--- config.mk ---
export PLATFORM = sky130hd
export DESIGN_NAME = sobel_scan_ctrl
export DESIGN_NICKNAME = d
export VERILOG_FILES = /design/src/rtl/sobel_pkg.sv /design/src/rtl/sobel_addr_gen.sv /design/src/rtl/sobel_scan_ctrl.sv
export SDC_FILE = /design/constraint.sdc
export NUM_CORES = 1
export LEC_CHECK = 0
export CAP_MARGIN = 10
export CORE_ASPECT_RATIO = 1.4
export CORE_MARGIN = 10
export CORE_UTILIZATION = 30
export CTS_CLUSTER_DIAMETER = 40
export DETAILED_ROUTE_END_ITERATION = 6
export MAX_ROUTING_LAYER = met4
export PLACE_DENSITY_LB_ADDON = 0.3
export SLEW_MARGIN = 0
export SYNTH_ARGS = -nofsm -noshare
export SYNTH_HDL_FRONTEND = slang
export SYNTH_SLANG_ARGS = --single-unit
--- constraint.sdc ---
create_clock -name clk -period 16.1 [get_ports clk]
set_clock_uncertainty 0.1 [all_clocks]
set_input_delay 3.22 -clock clk [delete_from_list [all_inputs] [get_ports clk]]
set_output_delay 3.22 -clock clk [all_outputs]
set_load 0.005 [all_outputs]
--- src/rtl/sobel_pkg.sv ---
`default_nettype none
// +--------------------------------------------------------------------+
// | sobel_pkg                                                          |
// | Shared types and helpers for the Sobel scan sequencer.             |
// | Rev 1.0                                                            |
// +--------------------------------------------------------------------+
package sobel_pkg;

    localparam int PIX_W    = 8;
    localparam int WIN_TAPS = 9;

    typedef enum logic [2:0] {
        IDLE  = 3'd0,
        FETCH = 3'd1,
        CALC  = 3'd2,
        WRITE = 3'd3,
        DONE  = 3'd4
    } state_t;

    // Low bit of tap t inside the flattened 72-bit window (t * PIX_W).
    function automatic logic [6:0] win_lo(input logic [3:0] tap);
        return {tap, 3'b000};
    endfunction

endpackage
`default_nettype wire

--- src/rtl/sobel_addr_gen.sv ---
`default_nettype none
// +--------------------------------------------------------------------+
// | sobel_addr_gen                                                     |
// | Row/col/tap counters and read/write address generation.            |
// | Build option: SOBEL_BORDER_ZERO_EN (full-size output, zero border) |
// | Rev 1.0                                                            |
// +--------------------------------------------------------------------+
module sobel_addr_gen
    import sobel_pkg::*;
#(
    parameter int IMG_W  = 640,
    parameter int IMG_H  = 480,
    parameter int ADDR_W = 20
) (
    input  logic              clk,
    input  logic              n_rst,
    input  logic              i_load,
    input  logic              i_tap_inc,
    input  logic              i_pix_inc,
    input  logic [ADDR_W-1:0] i_img_base,
    input  logic [ADDR_W-1:0] i_out_base,
    output logic [3:0]        o_tap,
    output logic              o_last_tap,
    output logic              o_last_pix,
    output logic              o_nxt_border,
    output logic [ADDR_W-1:0] o_rd_addr,
    output logic [ADDR_W-1:0] o_wr_addr
);

    localparam int ROW_W = $clog2(IMG_H);
    localparam int COL_W = $clog2(IMG_W);
    localparam logic [ADDR_W-1:0] c_img_w = ADDR_W'(IMG_W);

`ifdef SOBEL_BORDER_ZERO_EN
    localparam logic [ROW_W-1:0]  c_row_last = ROW_W'(IMG_H - 1);
    localparam logic [COL_W-1:0]  c_col_last = COL_W'(IMG_W - 1);
    localparam logic [ADDR_W-1:0] c_out_w    = ADDR_W'(IMG_W);
    localparam logic [ADDR_W-1:0] c_off      = ADDR_W'(1);
`else
    localparam logic [ROW_W-1:0]  c_row_last = ROW_W'(IMG_H - 3);
    localparam logic [COL_W-1:0]  c_col_last = COL_W'(IMG_W - 3);
    localparam logic [ADDR_W-1:0] c_out_w    = ADDR_W'(IMG_W - 2);
    localparam logic [ADDR_W-1:0] c_off      = '0;
`endif

    logic [ADDR_W-1:0] r_img_base;
    logic [ADDR_W-1:0] r_out_base;
    logic [ROW_W-1:0]  r_row;
    logic [COL_W-1:0]  r_col;
    logic [3:0]        r_tap;
    logic [1:0]        r_dr;
    logic [1:0]        r_dc;
    logic [ADDR_W-1:0] w_rd_row;
    logic [ADDR_W-1:0] w_rd_col;

    assign o_tap      = r_tap;
    assign o_last_tap = (r_tap == 4'(WIN_TAPS - 1));
    assign o_last_pix = (r_row == c_row_last) && (r_col == c_col_last);

    // Row/col are output coordinates; the window top-left is shifted up-left
    // by one when the zero border is part of the output image.
    assign w_rd_row  = ADDR_W'(r_row) + ADDR_W'(r_dr) - c_off;
    assign w_rd_col  = ADDR_W'(r_col) + ADDR_W'(r_dc) - c_off;
    assign o_rd_addr = r_img_base + w_rd_row * c_img_w + w_rd_col;
    assign o_wr_addr = r_out_base + ADDR_W'(r_row) * c_out_w + ADDR_W'(r_col);

`ifdef SOBEL_BORDER_ZERO_EN
    logic [ROW_W-1:0] w_nxt_row;
    logic [COL_W-1:0] w_nxt_col;

    assign w_nxt_col    = (r_col == c_col_last) ? '0 : r_col + COL_W'(1);
    assign w_nxt_row    = (r_col == c_col_last) ? r_row + ROW_W'(1) : r_row;
    assign o_nxt_border = (w_nxt_row == '0) || (w_nxt_row == c_row_last) ||
                          (w_nxt_col == '0) || (w_nxt_col == c_col_last);
`else
    assign o_nxt_border = 1'b0;
`endif

    always_ff @(posedge clk) begin
        if (!n_rst) begin
            r_img_base <= '0;
            r_out_base <= '0;
            r_row      <= '0;
            r_col      <= '0;
            r_tap      <= '0;
            r_dr       <= '0;
            r_dc       <= '0;
        end else if (i_load) begin
            r_img_base <= i_img_base;
            r_out_base <= i_out_base;
            r_row      <= '0;
            r_col      <= '0;
            r_tap      <= '0;
            r_dr       <= '0;
            r_dc       <= '0;
        end else begin
            if (i_tap_inc) begin
                r_tap <= o_last_tap ? 4'd0 : r_tap + 4'd1;
                if (r_dc == 2'd2) begin
                    r_dc <= '0;
                    r_dr <= (r_dr == 2'd2) ? 2'd0 : r_dr + 2'd1;
                end else begin
                    r_dc <= r_dc + 2'd1;
                end
            end
            if (i_pix_inc) begin
                if (r_col == c_col_last) begin
                    r_col <= '0;
                    r_row <= r_row + ROW_W'(1);
                end else begin
                    r_col <= r_col + COL_W'(1);
                end
            end
        end
    end

endmodule
`default_nettype wire

--- src/rtl/sobel_scan_ctrl.sv ---
`default_nettype none
// +--------------------------------------------------------------------+
// | sobel_scan_ctrl                                                    |
// | Window fetch / gradient strobe / write-back sequencer for Sobel.   |
// | Build option: SOBEL_BORDER_ZERO_EN (full-size output, zero border) |
// | Rev 1.0                                                            |
// +--------------------------------------------------------------------+
module sobel_scan_ctrl
    import sobel_pkg::*;
#(
    parameter int IMG_W  = 640,
    parameter int IMG_H  = 480,
    parameter int ADDR_W = 20
) (
    input  logic                      clk,
    input  logic                      n_rst,
    input  logic                      start,
    input  logic [ADDR_W-1:0]         img_base,
    input  logic [ADDR_W-1:0]         out_base,
    output logic                      rd_en,
    output logic [ADDR_W-1:0]         rd_addr,
    input  logic                      rd_valid,
    input  logic [PIX_W-1:0]          rd_data,
    output logic [WIN_TAPS*PIX_W-1:0] window,
    output logic                      start_t_grad,
    input  logic [PIX_W-1:0]          g,
    output logic                      wr_en,
    output logic [ADDR_W-1:0]         wr_addr,
    output logic [PIX_W-1:0]          wr_data,
    input  logic                      wr_ack,
    output logic                      busy,
    output logic                      done
);

    state_t            r_state;
    logic              r_armed;
    logic              w_load;
    logic              w_tap_inc;
    logic              w_pix_inc;
    logic [3:0]        w_tap;
    logic              w_last_tap;
    logic              w_last_pix;
    logic              w_nxt_border;
    logic [ADDR_W-1:0] w_rd_addr;
    logic [ADDR_W-1:0] w_wr_addr;

    // r_armed blocks a start that coincides with the reset-release edge.
    assign w_load    = (r_state == IDLE) && start && r_armed;
    assign w_tap_inc = (r_state == FETCH) && rd_en && rd_valid;
    assign w_pix_inc = (r_state == WRITE) && wr_en && wr_ack;

    sobel_addr_gen #(
        .IMG_W  (IMG_W),
        .IMG_H  (IMG_H),
        .ADDR_W (ADDR_W)
    ) u_addr_gen (
        .clk          (clk),
        .n_rst        (n_rst),
        .i_load       (w_load),
        .i_tap_inc    (w_tap_inc),
        .i_pix_inc    (w_pix_inc),
        .i_img_base   (img_base),
        .i_out_base   (out_base),
        .o_tap        (w_tap),
        .o_last_tap   (w_last_tap),
        .o_last_pix   (w_last_pix),
        .o_nxt_border (w_nxt_border),
        .o_rd_addr    (w_rd_addr),
        .o_wr_addr    (w_wr_addr)
    );

    always_ff @(posedge clk) begin
        if (!n_rst) begin
            r_state      <= IDLE;
            r_armed      <= 1'b0;
            rd_en        <= 1'b0;
            rd_addr      <= '0;
            window       <= '0;
            start_t_grad <= 1'b0;
            wr_en        <= 1'b0;
            wr_addr      <= '0;
            wr_data      <= '0;
            busy         <= 1'b0;
            done         <= 1'b0;
        end else begin
            r_armed      <= 1'b1;
            start_t_grad <= 1'b0;
            done         <= 1'b0;
            case (r_state)
                IDLE: begin
                    if (w_load) begin
                        busy <= 1'b1;
`ifdef SOBEL_BORDER_ZERO_EN
                        // Pixel (0,0) is always border: go straight to write.
                        wr_data <= '0;
                        r_state <= WRITE;
`else
                        r_state <= FETCH;
`endif
                    end
                end
                FETCH: begin
                    if (!rd_en) begin
                        rd_en   <= 1'b1;
                        rd_addr <= w_rd_addr;
                    end else if (rd_valid) begin
                        rd_en <= 1'b0;
                        window[win_lo(w_tap) +: PIX_W] <= rd_data;
                        if (w_last_tap) begin
                            start_t_grad <= 1'b1;
                            r_state      <= CALC;
                        end
                    end
                end
                CALC: begin
                    wr_data <= g;
                    wr_en   <= 1'b1;
                    wr_addr <= w_wr_addr;
                    r_state <= WRITE;
                end
                WRITE: begin
                    // wr_en low here means a border write still has to be raised.
                    if (!wr_en) begin
                        wr_en   <= 1'b1;
                        wr_addr <= w_wr_addr;
                    end else if (wr_ack) begin
                        wr_en <= 1'b0;
                        if (w_last_pix) begin
                            busy    <= 1'b0;
                            done    <= 1'b1;
                            r_state <= DONE;
                        end else if (w_nxt_border) begin
                            wr_data <= '0;
                        end else begin
                            r_state <= FETCH;
                        end
                    end
                end
                DONE: begin
                    r_state <= IDLE;
                end
                default: begin
                    r_state <= IDLE;
                end
            endcase
        end
    end

endmodule
`default_nettype wire
# After elaboration in Yosys (flattened, before gate mapping)
# Cells that the tools add are included.
op_classes:
  mux: 28
  n_eq_ne: 16
  shifts: 2
  add_sub_neg: 12
  n_reduce_logical: 20
  n_mul: 2
  n_bitwise: 2
ops:
  columns: ["operator", "n"]
  rows:
  - ["bitwise mux 72 bit", 1]
  - ["variable shift 8 x 9 -> 72 bit (first input constant)", 1]
  - ["indexed part select 8 x 9 -> 72 bit", 1]
  - ["adder 20 bit", 2]
  - ["one-hot mux 20 bit (2 select lines)", 1]
  - ["two-way mux 3 bit", 7]
  - ["adder 20 x 10 -> 20 bit", 1]
  - ["adder 20 x 19 -> 20 bit", 1]
  - ["multiplier 20 x 3 -> 13 bit (second input constant)", 1]
  - ["two-way mux 20 bit", 1]
  - ["multiplier 9 x 9 -> 18 bit (second input constant)", 1]
  - ["one-hot mux 3 bit (4 select lines)", 1]
  - ["adder 10 x 2 -> 11 bit", 1]
  - ["two-way mux 1 bit", 11]
  - ["adder 10 x 1 -> 10 bit (second input constant)", 1]
  - ["adder 9 x 2 -> 10 bit", 1]
  - ["== test 10 bit (second input constant)", 1]
  - ["two-way mux 10 bit", 1]
  - ["inequality test 2 bit (second input constant)", 5]
  - ["adder 9 x 1 -> 9 bit (second input constant)", 1]
  - ["== test 9 bit (second input constant)", 1]
  - ["negation 7 -> 9 bit", 1]
  - ["AND reduction 2 bit", 4]
  - ["AND reduction 4 bit", 2]
  - ["other kinds (18)", 33]
word_totals:
  reg_bits: 196
  elab_cells: 100

# Logic depth before layout (Yosys ltp)
depth:
  depth_word: 6
  depth_mapped: 25
  ltp_nobuf: 25

# Cells and area by module
# From an unflattened synthesis, not the netlist that was laid out.
unflattened:
  hier_cells: 1456
  hier_area_um2: 12724.7
by_module_without_submodules:
  columns: ["mod", "seq_area_each_um2", "instances", "cells_per_inst", "area_per_inst_um2"]
  rows:
  - ["sobel_addr_gen", 1341.3, 1, 843, 7454.6]
  - ["sobel_scan_ctrl", 2582.5, 1, 613, 5270.1]

# Least setup slack after synthesis
# Ideal clock, no wire load.
synth_path:
  path_type: "register to register"
  from: "reg u_addr_gen.r_row[4]"
  to: "reg wr_addr[16]"
  path_stages_with_launch: 24
  setup_slack_ns: 10.404
  period_less_slack_ns: 5.696
  path_buffers: 0
  arrival_ns: 5.464
  cell_sequence: "dfxtp_1 -> inv_1 -> fa_1 -> inv_1 -> ha_1 -> inv_1 -> fa_1 -> fa_1 -> inv_1 -> ha_1 -> or2_2 -> o31ai_1 -> a21oi_1 -> a21oi_1 -> xnor2_1 -> ha_1 -> ha_1 -> a21o_1 -> a31o_1 -> a221oi_2 -> o21ai_1 -> or3_1 -> nand3_1 -> a21oi_1"
synth_between:
  elab_chain_len: 5
synth_lines:
  columns: ["item", "line_no", "source"]
  rows:
  - ["start, declared", "sobel_addr_gen.sv:48", "logic [ROW_W-1:0] r_row;"]
  - ["start signal, assigned", "sobel_addr_gen.sv:109", "r_row <= r_row + ROW_W'(1);"]
  - ["multiplier 9 x 9 -> 18 bit *", "sobel_addr_gen.sv:65", "assign o_wr_addr = r_out_base + ADDR_W'(r_row) * c_out_w + ADDR_W'(r_col);"]
  - ["adder 20 x 19 -> 20 bit *", "sobel_addr_gen.sv:65", null]
  - ["adder 20 x 10 -> 20 bit *", "sobel_addr_gen.sv:65", null]
  - ["two-way mux 20 bit", "sobel_scan_ctrl.sv:123", "if (!wr_en) begin"]
  - ["one-hot mux 20 bit (2 select lines) *", "sobel_scan_ctrl.sv:89", "case (r_state)"]
  - ["end signal, assigned", "sobel_scan_ctrl.sv:118", "wr_addr <= w_wr_addr;"]
  - ["end signal, assigned", "sobel_scan_ctrl.sv:125", "wr_addr <= w_wr_addr;"]
  - ["end, declared", "sobel_scan_ctrl.sv:28", "output logic [ADDR_W-1:0] wr_addr,"]
# Mark *: on every way between the ends. The rest lies on a longest branch, timed or not. The select of a mux whose other input is x is not followed.
# A chain may end at the register's enable or synchronous reset.

# Worst setup path after layout
# Same ends and word-level chain as after synthesis.

==> results.md <==
* Placer Congestion at 0.860
* Hold buffers post-CTS at 0
* Fill cells at 4,004
* Max Freq at 162 MHz
* Dpl hpwl at 26,600 µm
* CP Max Fanout at 9
* CTS sink cnt at 196
* CP Class: flop to flop
* Core area at 39,500 µm²
* DR iter-0 viols at 433
* Combinational family with the most area after synthesis: adder cells
* Input/output buffers at 185
* Syn_nets at 1,633
* Worst setup SP type: flop
* Area contributors post-synth: dfxtp_1 (33%), ha_1 (13%), fa_1 (7.5%)
* Worst Hold Class: flop to flop
* Final setup TNS at 0 ps
* Cell taking the most area after synthesis: dfxtp_1
* Ys flop type: dfxtp_1
* Ant diodes at 0
* Complex-gate fraction of the synthesized area at 0.127
* Die Ht at 257 µm
* GRT Total Usage at 0.140
* Clk buf depth at 2
* CTS Buf Count at 17
* Routed len/inst at 16.1 µm
* PwrDens at 70.1 nW/µm²
* Critical Path Sink Type: flop
* Commonest non-fill, non-tap cells in the layout: dfxtp_1 (196), clkdlybuf4s50_1 (185), nand2_1 (174), nor2_1 (135), ha_1 (129)
* CP Data Arrival Time at 6370 ps
* Post-CTS setup buffer count at 0
* Die ar. at 48,700 µm²
* Commonest non-fill, non-tap cell in the layout: dfxtp_1
* DRC viols at 0
* # nets final at 1,787
* Syn avg cell area at 8.62 µm²
* Seq/Total Area, Yosys at 0.326
* Post-Syn Instances at 1,398
* Final hold violations at 0
* Worst EP required at 16,290 ps
* Max cap viols at 0
* First-pass GRT wire length at 53,300 µm
* Leak pwr at 6.53 nW
* Clk Tree Root Cell: clkbuf_16
* Layout cell share with drive strength beyond 1 at 0.0396
* Clock slew at reported path FFs at 80 ps
* Largest net degree at the start of global routing at 98
* Post-DP Area at 14,400 µm²
* Ys Warns at 0
* Vias at 9,935
* Unrepaired setup endpoints after global routing: no
* Post-CTS Resized at 0
* H-tree depth at 4
* Area fraction of the dominant cell type after synthesis at 0.326
* #FFs+latches synth at 196
* EDFF count, synth at 0
* Final WL at 33,700 µm
* Final instance area at 15,000 µm²
* Post-Synth Adder-Cell Area at 0.209
* Grt total ovfl at 0
* Area Growth Syn to Fin at 24.4%
* Vias per Instance at 4.75
* CTS tree: yes
* Synth Area in XOR/XNOR at 0.0524
* Final Cycle Share at 0.384
* Worst relative slew slack at 0.308
* Setup-failing EPs final at 0
* DRT Pass-1 Iters at 4
* Mux cell area share after synthesis at 0.0540
* Die X-Extent at 189 µm
* Post-Synth Simple-Gate Area at 0.176
* Post-synth ARST share at 0
* Clk_lat worst skew at 460 ps
* Initial Util at 0.305
* Slew Viols, Final at 0
* Status: finished, final reports clean
* Syn Std Cell Area at 12,000 µm²
* Num rows at 86
* Initial antenna violation count at 0
* Vias in the first global route at 10,000
* Post-DRT Antenna Nets at 0
* I/O pin count at 186
* Maximum VDD drop at 76.2 µV
* Min Tclk post-route at 6180 ps
* Slew @ Worst Pin at 1040 ps
* Yosys cell types at 71
[sequential cells by signal, summed over array words and instances, names as in the netlist]
name / flops
window: 72
rd_addr: 20
u_addr_gen.r_img_base: 20
u_addr_gen.r_out_base: 20
wr_addr: 20
u_addr_gen.r_col: 10
u_addr_gen.r_row: 9
wr_data: 8
u_addr_gen.o_tap: 4
r_state: 3
u_addr_gen.r_dc: 2
u_addr_gen.r_dr: 2
busy: 1
done: 1
r_armed: 1
rd_en: 1
start_t_grad: 1
wr_en: 1
[cell type report]
cell class | count | area, µm² | area share
inverters | 119 | 449 | 0.0300
clock buffers | 19 | 433 | 0.0289
repair buffers | 192 | 1900 | 0.127
well taps | 528 | 661 | 0.0441
multi-input cells | 1026 | 7460 | 0.498
flip-flops and latches | 196 | 3920 | 0.262
clock inverters | 13 | 154 | 0.0103
[per-layer routing]
layer	GRT usage	routed length, µm	vias up
met5	-	0	-
met4	0.0466	601	0
met3	0.0226	1030	35
met2	0.255	17700	167
met1	0.152	14400	4710
li1	-	-	5023
[worst max-delay path, cell delays in order (launching register included)]
cell	delay [ps]
dfxtp_1	590
inv_1	130
fa_1	550
inv_1	60
ha_1	270
inv_1	50
fa_1	500
fa_1	540
inv_1	40
ha_1	330
or2_2	300
o31ai_1	80
a21oi_1	100
a21oi_1	190
xnor2_1	140
ha_1	250
ha_1	370
a21o_1	230
a31o_1	210
a221oi_2	380
o21ai_1	130
or3_1	310
nand3_1	90
a21oi_1	60
[cell usage after synthesis, types with 11 or more instances]
library cell  count
a211oi_1         15
a21o_1           16
a21oi_1         126
clkbuf_1         49
dfxtp_1         196
fa_1             45
ha_1            129
inv_1           118
mux2i_1          65
nand2_1         174
nand2b_1         14
nand3_1          47
nand4_1          12
nor2_1          135
nor2b_1          11
nor3_1           22
o21ai_0          27
o21ai_1          12
xnor2_1          51
xor2_1           21
[report_power, final]
group	total, mW	switching (mW)	internal (mW)
clock network	0.432	0.201	0.231
registers	0.508	0.0106	0.498
logic	0.110	0.0632	0.0465
total	1.05	0.275	0.775
[kinds of logic (layout without fill, tap and decap cells)]
kind of cell / Yosys count / in the layout
AOI/OAI and AO/OA: 250 / 250
xor gates and xnor gates: 72 / 72
adders and majority gates: 174 / 174
buffers and inverters: 176 / 343
DFF: 196 / 196
muxes: 65 / 65
and+or+nand+nor: 465 / 465
[path summary, 6_finish.rpt]
| path | start | endpoint | slack (ps) | cells after the start |
|---|---|---|---|---|
| worst max-delay path | u_addr_gen.r_row[4] | wr_addr[16] | 9920 | 23 |
| worst min-delay path | wr_addr[3] | wr_addr[3] | 350 | 2 |
| worst max register to register | u_addr_gen.r_row[4] | wr_addr[16] | 9920 | 23 |
| worst min register to register | wr_addr[3] | wr_addr[3] | 350 | 2 |
[per-stage QoR]
| step | hold slack (ps) | power (mW) | cells | util | setup WS [ps] |
|---|---|---|---|---|---|
| 2_1_floorplan | 336 | 0.578 | 1398 | - | 10400 |
| 3_3_place_gp | 340 | 0.630 | 2061 | 0.364 | 10090 |
| 3_5_place_dp | 345 | 0.631 | 2061 | 0.364 | 9950 |
| 4_1_cts | 354 | 1.07 | 2093 | 0.379 | 9930 |
| 5_1_grt | 373 | 1.10 | 2093 | 0.379 | 9500 |
| 6_report | 352 | 1.05 | 2093 | 0.379 | 9920 |
Note: power is estimated with default switching activity, not from simulation.
